--- src/rtl/digital_clock_core.sv ---
// BCD 24-hour timekeeper with internal 1 Hz prescaler, validated time set and 12/24-hour display.
// Optional alarm is built when DIGITAL_CLOCK_ALARM_EN is defined.
module digital_clock_core #(
  parameter int CLK_HZ     = 50_000_000,
  parameter int AUTO_OFF_S = 60
) (
  input  logic       clk,
  input  logic       rst,
  input  logic       mode_12h,
  input  logic       set_stb,
  input  logic [1:0] set_hour_10,
  input  logic [3:0] set_hour_1,
  input  logic [2:0] set_min_10,
  input  logic [3:0] set_min_1,
  input  logic [2:0] set_sec_10,
  input  logic [3:0] set_sec_1,
  output logic       set_ok,
  output logic       set_err,
  output logic       tick_1hz,
  output logic [3:0] sec_1,
  output logic [2:0] sec_10,
  output logic [3:0] min_1,
  output logic [2:0] min_10,
  output logic [3:0] hour_1,
  output logic [1:0] hour_10,
  output logic       pm,
  input  logic       alarm_stb,
  input  logic [1:0] alarm_hour_10,
  input  logic [3:0] alarm_hour_1,
  input  logic [2:0] alarm_min_10,
  input  logic [3:0] alarm_min_1,
  input  logic       alarm_on,
  input  logic       alarm_ack,
  output logic       alarm_ring
);
  localparam int PW = (CLK_HZ > 1) ? $clog2(CLK_HZ) : 1;
  localparam logic [PW-1:0] PRE_MAX = PW'(CLK_HZ - 1);

  logic [PW-1:0] r_pre;
  logic [3:0]    r_s1, r_m1, r_h1;
  logic [2:0]    r_s10, r_m10;
  logic [1:0]    r_h10;

  logic [3:0] w_n_s1, w_n_m1, w_n_h1, w_d_h1;
  logic [2:0] w_n_s10, w_n_m10;
  logic [1:0] w_n_h10, w_d_h10;
  logic [4:0] w_hbin, w_hsub;
  logic       w_set_valid, w_load, w_pre_last, w_tick;

  // set_stb is a single-cycle request with no back-pressure; exactly one of
  // set_ok / set_err answers it on the following cycle.
  assign w_set_valid = (set_hour_10 <= 2'd2) && (set_hour_1 <= 4'd9) &&
                       !((set_hour_10 == 2'd2) && (set_hour_1 > 4'd3)) &&
                       (set_min_10 <= 3'd5) && (set_sec_10 <= 3'd5) &&
                       (set_min_1 <= 4'd9) && (set_sec_1 <= 4'd9);
  assign w_load     = set_stb && w_set_valid;
  assign w_pre_last = (r_pre == PRE_MAX);
  assign w_tick     = w_pre_last && !w_load;

  always_comb begin
    w_n_s1 = r_s1; w_n_s10 = r_s10; w_n_m1 = r_m1;
    w_n_m10 = r_m10; w_n_h1 = r_h1; w_n_h10 = r_h10;
    if (w_load) begin
      w_n_s1 = set_sec_1; w_n_s10 = set_sec_10; w_n_m1 = set_min_1;
      w_n_m10 = set_min_10; w_n_h1 = set_hour_1; w_n_h10 = set_hour_10;
    end else if (w_tick) begin
      if (r_s1 != 4'd9) w_n_s1 = r_s1 + 4'd1;
      else begin
        w_n_s1 = 4'd0;
        if (r_s10 != 3'd5) w_n_s10 = r_s10 + 3'd1;
        else begin
          w_n_s10 = 3'd0;
          if (r_m1 != 4'd9) w_n_m1 = r_m1 + 4'd1;
          else begin
            w_n_m1 = 4'd0;
            if (r_m10 != 3'd5) w_n_m10 = r_m10 + 3'd1;
            else begin
              w_n_m10 = 3'd0;
              if ((r_h10 == 2'd2) && (r_h1 == 4'd3)) begin
                w_n_h10 = 2'd0; w_n_h1 = 4'd0;
              end else if (r_h1 == 4'd9) begin
                w_n_h10 = r_h10 + 2'd1; w_n_h1 = 4'd0;
              end else begin
                w_n_h1 = r_h1 + 4'd1;
              end
            end
          end
        end
      end
    end
  end

  // Display is taken from the next-state time so digits move with tick_1hz/set_ok.
  assign w_hbin = 5'(w_n_h10) * 5'd10 + 5'(w_n_h1);
  assign w_hsub = w_hbin - 5'd12;

  always_comb begin
    w_d_h10 = w_n_h10;
    w_d_h1  = w_n_h1;
    if (mode_12h) begin
      if (w_hbin == 5'd0) begin
        w_d_h10 = 2'd1; w_d_h1 = 4'd2;
      end else if (w_hbin > 5'd12) begin
        if (w_hsub >= 5'd10) begin
          w_d_h10 = 2'd1; w_d_h1 = 4'(w_hsub - 5'd10);
        end else begin
          w_d_h10 = 2'd0; w_d_h1 = w_hsub[3:0];
        end
      end
    end
  end

  always_ff @(posedge clk) begin
    if (rst) begin
      r_pre <= '0;
      r_s1 <= '0; r_s10 <= '0; r_m1 <= '0; r_m10 <= '0; r_h1 <= '0; r_h10 <= '0;
      sec_1 <= '0; sec_10 <= '0; min_1 <= '0; min_10 <= '0; hour_1 <= '0; hour_10 <= '0;
      pm <= 1'b0; tick_1hz <= 1'b0; set_ok <= 1'b0; set_err <= 1'b0;
    end else begin
      r_pre <= (w_load || w_pre_last) ? '0 : r_pre + 1'b1;
      r_s1 <= w_n_s1; r_s10 <= w_n_s10; r_m1 <= w_n_m1;
      r_m10 <= w_n_m10; r_h1 <= w_n_h1; r_h10 <= w_n_h10;
      sec_1 <= w_n_s1; sec_10 <= w_n_s10; min_1 <= w_n_m1; min_10 <= w_n_m10;
      hour_1 <= w_d_h1; hour_10 <= w_d_h10;
      pm <= (w_hbin >= 5'd12);
      tick_1hz <= w_tick;
      set_ok <= w_load;
      set_err <= set_stb && !w_set_valid;
    end
  end

`ifdef DIGITAL_CLOCK_ALARM_EN
  logic [1:0] r_al_h10;
  logic [3:0] r_al_h1, r_al_m1;
  logic [2:0] r_al_m10;
  logic       r_ring;
  logic [7:0] r_off_cnt;
  logic       w_al_valid, w_al_hit;

  assign w_al_valid = (alarm_hour_10 <= 2'd2) && (alarm_hour_1 <= 4'd9) &&
                      !((alarm_hour_10 == 2'd2) && (alarm_hour_1 > 4'd3)) &&
                      (alarm_min_10 <= 3'd5) && (alarm_min_1 <= 4'd9);
  // Only a tick can trigger; a set that lands on the alarm time never rings.
  assign w_al_hit = w_tick && alarm_on &&
                    (w_n_h10 == r_al_h10) && (w_n_h1 == r_al_h1) &&
                    (w_n_m10 == r_al_m10) && (w_n_m1 == r_al_m1) &&
                    (w_n_s10 == 3'd0) && (w_n_s1 == 4'd0);

  always_ff @(posedge clk) begin
    if (rst) begin
      r_al_h10 <= '0; r_al_h1 <= '0; r_al_m10 <= '0; r_al_m1 <= '0;
      r_ring <= 1'b0; r_off_cnt <= '0;
    end else begin
      if (alarm_stb && w_al_valid) begin
        r_al_h10 <= alarm_hour_10; r_al_h1 <= alarm_hour_1;
        r_al_m10 <= alarm_min_10;  r_al_m1 <= alarm_min_1;
      end
      if (alarm_ack || !alarm_on) begin
        r_ring <= 1'b0;
      end else if (w_al_hit) begin
        r_ring <= 1'b1;
        r_off_cnt <= '0;
      end else if (r_ring && w_tick) begin
        if (r_off_cnt == 8'(AUTO_OFF_S - 1)) r_ring <= 1'b0;
        r_off_cnt <= r_off_cnt + 8'd1;
      end
    end
  end

  assign alarm_ring = r_ring;
`else
  logic w_unused_alarm;
  assign w_unused_alarm = ^{alarm_stb, alarm_hour_10, alarm_hour_1, alarm_min_10,
                            alarm_min_1, alarm_on, alarm_ack};
  assign alarm_ring = 1'b0;
`endif
endmodule

--- config.mk ---
export PLATFORM = sky130hd
export DESIGN_NAME = digital_clock_core
export DESIGN_NICKNAME = d
export VERILOG_FILES = /design/src/rtl/digital_clock_core.sv
export SDC_FILE = /design/constraint.sdc
export NUM_CORES = 1
export LEC_CHECK = 0
export ABC_AREA = 1
export BUFFER_PORTS_ARGS = -buffer_cell sky130_fd_sc_hd__buf_2
export CAP_MARGIN = 15
export CORE_ASPECT_RATIO = 0.8
export CORE_MARGIN = 3
export CORE_UTILIZATION = 54
export DETAILED_ROUTE_END_ITERATION = 8
export HOLD_SLACK_MARGIN = 0.12
export PLACE_DENSITY_LB_ADDON = 0.1
export SYNTH_ARGS = -nofsm -noshare
export SYNTH_HDL_FRONTEND = slang
export SYNTH_SLANG_ARGS = --single-unit
--- constraint.sdc ---
create_clock -name clk -period 8.8 [get_ports clk]
set_input_delay 0.44 -clock clk [delete_from_list [all_inputs] [get_ports clk]]
set_output_delay 0.44 -clock clk [all_outputs]
set_load 0.005 [all_outputs]
# Word level (Yosys, flattened, before mapping)

Cells that the tools add are included.

Register bits after elaboration: 56
Logic and storage cells: 109

$add $sub $neg: 10
Multipliers: 1
$lt $le $gt $ge: 10
Eq/ne operators: 12
Muxes and demuxes: 42
Reductions and logical operators: 21

Operators with widths:

| kind                  | number |
|---|---|
| $mux 4                | 20 |
| $mux 3                | 10 |
| $add 26x1->26 const B | 1 |
| $eq 26x26->1 const B  | 1 |
| $mux 2                | 11 |
| $add 4x1->4 const B   | 3 |
| $le 4x4->1 const B    | 3 |
| $logic_and 1x1->1     | 11 |
| $ge 5x4->1 const B    | 2 |
| $ne 4x4->1 const B    | 2 |
| $add 3x1->3 const B   | 2 |
| $le 3x3->1 const B    | 2 |
| $ne 2x2->1 const B    | 3 |
| $ne 3x3->1 const B    | 2 |
| $add 5x4->5           | 1 |
| $gt 5x4->1 const B    | 1 |
| $logic_not 5->1       | 1 |
| $sub 5x4->5 const B   | 1 |
| $eq 2x2->1 const B    | 2 |
| $eq 4x2->1 const B    | 1 |
| $eq 4x4->1 const B    | 1 |
| $gt 4x2->1 const B    | 1 |
| $mul 2x3->4 const B   | 1 |
| $reduce_and 4->1      | 1 |
| 10 further kinds      | 12 |

# Logic depth before layout (Yosys ltp)

Word-level depth: 21
Mapped depth: 30
Gate-level depth less buffers: 30

# Worst setup path after synthesis

Ideal clock, no wire load.

Kind: register to register
Start point: reg r_pre[0]
End point: reg hour_1[3]
Setup time: 0.122 ns
Data arrival time: 3.555 ns
Data required time: 8.678 ns
Slack: 5.123 ns
Cell stages (with the launch flop): 27
Path buffers: 0
Period minus slack after synthesis: 3.677 ns
Cell sequence: dfxtp_1 -> ha_1 -> nand2_1 -> nor3_2 -> inv_2 -> nor4_2 -> nand2_2 -> inv_1 -> nand2_1 -> o211ai_1 -> o21ai_0 -> ha_1 -> ha_1 -> inv_1 -> nand2_2 -> or2_1 -> nand2_2 -> inv_4 -> ha_1 -> inv_1 -> or2_2 -> nand3_4 -> nand2_1 -> nand2_1 -> nand2_1 -> nand2_1 -> a21oi_2

Longest elaborated chain between the ends: 12
Elaborated cells between the ends (all ways): 17
Classes of those cells: add/sub: 3; mul: 1; order compare: 2; eq/ne: 1; mux: 8; reduce/logical: 2

RTL lines:

| item                                             | RTL line | RTL |
|---|---|---|
| start, declared                                  | 39       | `logic [PW-1:0] r_pre;` |
| start signal, assigned                           | 120      | `r_pre <= (w_load \|\| w_pre_last) ? '0 : r_pre + 1'b1;` |
| $eq 26x26->1 (*)                                 | 57       | `assign w_pre_last = (r_pre == PRE_MAX);` |
| $logic_and 1x1->1 (*)                            | 58       | `assign w_tick = w_pre_last && !w_load;` |
| $mux 2 (*)                                       | 66       | `end else if (w_tick) begin` |
| $mux 2 (*)                                       | 63       | `if (w_load) begin` |
| via w_n_h10[0]                                   | 46       | `logic [1:0] w_n_h10, w_d_h10;` |
| $mul 2x3->4 (*)                                  | 94       | `assign w_hbin = 5'(w_n_h10) * 5'd10 + 5'(w_n_h1);` |
| $add 5x4->5 (*)                                  | 94       |  |
| $sub 5x4->5                                      | 95       | `assign w_hsub = w_hbin - 5'd12;` |
| $sub 4x4->4 / $ge 5x4->1 (equally long branches) | 105, 104 |  |
| $mux 4                                           | 104      | `if (w_hsub >= 5'd10) begin` |
| $mux 4                                           | 103      | `end else if (w_hbin > 5'd12) begin` |
| $mux 4 (*)                                       | 101      | `if (w_hbin == 5'd0) begin` |
| $mux 4 (*)                                       | 100      | `if (mode_12h) begin` |
| end signal, assigned                             | 124      | `hour_1 <= w_d_h1; hour_10 <= w_d_h10;` |
| end, declared                                    | 24       | `output logic [3:0] hour_1,` |

Mark *: on every way through the listed nets, which the timed path passes. The rest lies on a longest branch.
A chain may end at the register's enable or synchronous reset.

# Worst setup path in the final report

Ends and elaborated chain as after synthesis.

==> metrics.cfg <==
[status]
status=finished clean

[route]
viasPerCell=5.224
wl_per_cell_um=12.05
drt_iter0_markers=145
first_pass_iters=4
wl_um=7737
vias=3354
drc=0
ant_nets=0

[clock_network]
root_buffer=clkbuf_8
htree_levels=2
insertion_delay_ps=310
cts_tree=built
cts-resized-gates=0
clkTransAtPathRegs_ps=110
cts_buffers=5
postCtsHoldBufs=0
cts_max_path_buffers=2
cts.sinks=56
cts_setup_buffers=0

[floorplanning]
dieHeight_um=78.13
rows=25
coreArea_um2=6100
start_util=0.5758
boundaryPins=65
die_w_um=96.17
die-area_um2=7513

[timing]
setup_slack_ps=4561
max_freq_ghz=0.2359
slew_headroom=0.3947
rsz0062_at_grt=false
worst_pin_slew_ps=905.8
finalSetupTns_ps=0
finalCritPeriodShare=0.4817
setup_viol=0
hold_viol=0
min_period_ps=4239
fin_worst_skew_ps=17.06
drv_slew=0

[placed_design]
post-place-ws_ps=4546
hpwl_um=6119
dpl.cell_count=635
io_buffers=47
place_congestion=0.8772

[yosys]
ys.flop_type=dfxtp_1
yosys_warnings=0
synth_cell_types=48
netlist.area_leader.share=0.3192
syn_inst=514
async_flop_share=0
synth_top_area_cell=dfxtp_1
ys_seq_area_frac=0.3192
synth_fp_nets=566
ys_top_cells_by_area=dfxtp_1 32%, nand2_1 10%, inv_1 7.9%, nor2_1 6.9%, ha_1 4.3%
synth_edf_count=0
synth_seq_cells=56
syn_area_um2=3512
syn_area_per_cell_um2=6.833

[worst_hold_path]
hp-class=primary input to flip-flop

[global_routing]
antenna_found_initial=0
grt_pass1_vias=3053
grt_pass1_wl_um=13340
grt_max_degree=28
gr-total-overflow=0
grtUsageTotal=0.2174

[worst_setup_path]
start_kind=flip-flop
critPathKind=flip-flop to flip-flop
critPathRequiredTime_ps=8990
crit_fanout=5
critPathArrivalTime_ps=4430
worst_setup_path_end_kind=flip-flop

[layout]
drive_above_1_share=0.1996
post-route-util=0.6406
diodes=0
final_cells=642
fillers=584
ff_latch_area_um2=1121
synthToLayoutAreaGrowth_pct=11.26
nets=613
multi_input_area_um2=2034

[job]
max-cap-violations=0

[pwr]
ir_drop_mv=0.08234
p_leak_nw=1.647
power_density_nw_per_um2=117.8

==> power breakdown <==
group	leakage, nW	internal, mW	switching [mW]
logic	1.15	0.0215	0.0365
clock network	0.0406	0.0557	0.0854
registers	0.453	0.258	0.00313
==> layer usage <==
layer / track usage / routed length [um] / up-vias
li1: - / - / 1752
met1: 0.3159 / 3992 / 1518
met2: 0.3246 / 3225 / 78
met3: 0.04310 / 450 / 6
met4: 0.05966 / 69 / 0
met5: 0 / 0 / -
==> kinds of logic (layout without fill, tap and decap cells) <==
logic type	after synthesis	in the layout	synth area share
simple gates	271	271	0.3905
other cells	1	1	0.001068
xor+xnor	10	10	0.02494
fa+ha+maj	12	12	0.04275
flops	56	56	0.3192
compound gates	71	71	0.1201
buf+inv	93	140	0.1015
==> cells in the mapped netlist, drive strengths merged (2+ instances only) <==
library cell / n
xor2: 8
nand3b: 2
ha: 12
o21a: 4
dfxtp: 56
nand2: 114
buf: 2
xnor2: 2
a221oi: 2
nor2: 76
inv: 83
nor4: 3
clkinv: 2
a21oi: 18
o22ai: 2
nor3: 17
nand4: 14
o21ai: 25
a31oi: 8
or2: 4
o211ai: 6
clkbuf: 6
nand3: 36
nor3b: 5
==> final cells by class <==
type	count	area share
clock buffer	5	0.01761
clock inverter	2	0.004163
inverter	85	0.08261
multi-input combinational	365	0.5207
sequential	56	0.2869
tap	81	0.02594
timing repair buffer	48	0.06212
==> layout by cell type (no fill, tap or decap), types with 3 or more instances in the layout <==
master / n
nand2_1: 98
inv_1: 74
nor2_1: 65
dfxtp_1: 56
buf_2: 47
nand3_1: 25
o21ai_0: 24
a21oi_1: 17
nor3_1: 14
nand2_2: 14
nand4_1: 13
ha_1: 12
inv_2: 8
nand3_2: 8
xor2_1: 8
a31oi_1: 8
nor2_2: 7
o211ai_1: 6
nor3b_1: 5
clkbuf_8: 5
nor2_4: 4
o21a_1: 4
or2_2: 3
nand3_4: 3
==> worst max-delay path, cell delays in order (launching register included) <==
cell and delay (ps):
dfxtp_1 360, ha_1 170, nand2_1 100, nor3_2 300, inv_2 110, nor4_2 300, nand2_2 150, inv_1 100
nand2_1 60, o211ai_1 150, o21ai_0 250, ha_1 300, ha_1 190, inv_1 60, nand2_2 50, or2_1 220
nand2_2 110, inv_4 60, ha_1 270, inv_1 60, or2_2 320, nand3_4 110, nand2_1 60, nand2_1 60
nand2_1 50, nand2_1 60, a21oi_2 50
==> per-stage QoR <==
step                      hold WS (ps)  total power, mW  cell area [um2]
final                            352.5           0.4605             3908
after global routing             337.3           0.4845             3908
after CTS                        344.8           0.4647             3908
after detailed placement         444.4           0.3252             3822
after global placement           429.7           0.3237             3822
after floorplan                  417.3           0.3068             3512
==> state kept, by name (all words and copies together), names as in the netlist <==
register / cells
r_h1: 4
pm: 1
r_pre: 26
r_h10: 2
r_m10: 3
set_err: 1
r_m1: 4
hour_1: 4
tick_1hz: 1
set_ok: 1
r_s1: 4
hour_10: 2
r_s10: 3
==> final timing paths <==
path | from | to | slack [ps] | cells past startpoint
worst max register to register | r_pre[0]$_SDFF_PP0_ | hour_1[3]$_SDFF_PP0_ | 4560 | 26
worst max-delay path | r_pre[0]$_SDFF_PP0_ | hour_1[3]$_SDFF_PP0_ | 4560 | 26
worst min-delay path | set_sec_1[0] | r_s1[0]$_SDFFE_PP0P_ | 350 | 2
worst min register to register | r_pre[0]$_SDFF_PP0_ | r_pre[0]$_SDFF_PP0_ | 460 | 1
No activity file was read; power rests on OpenSTA's default activity.
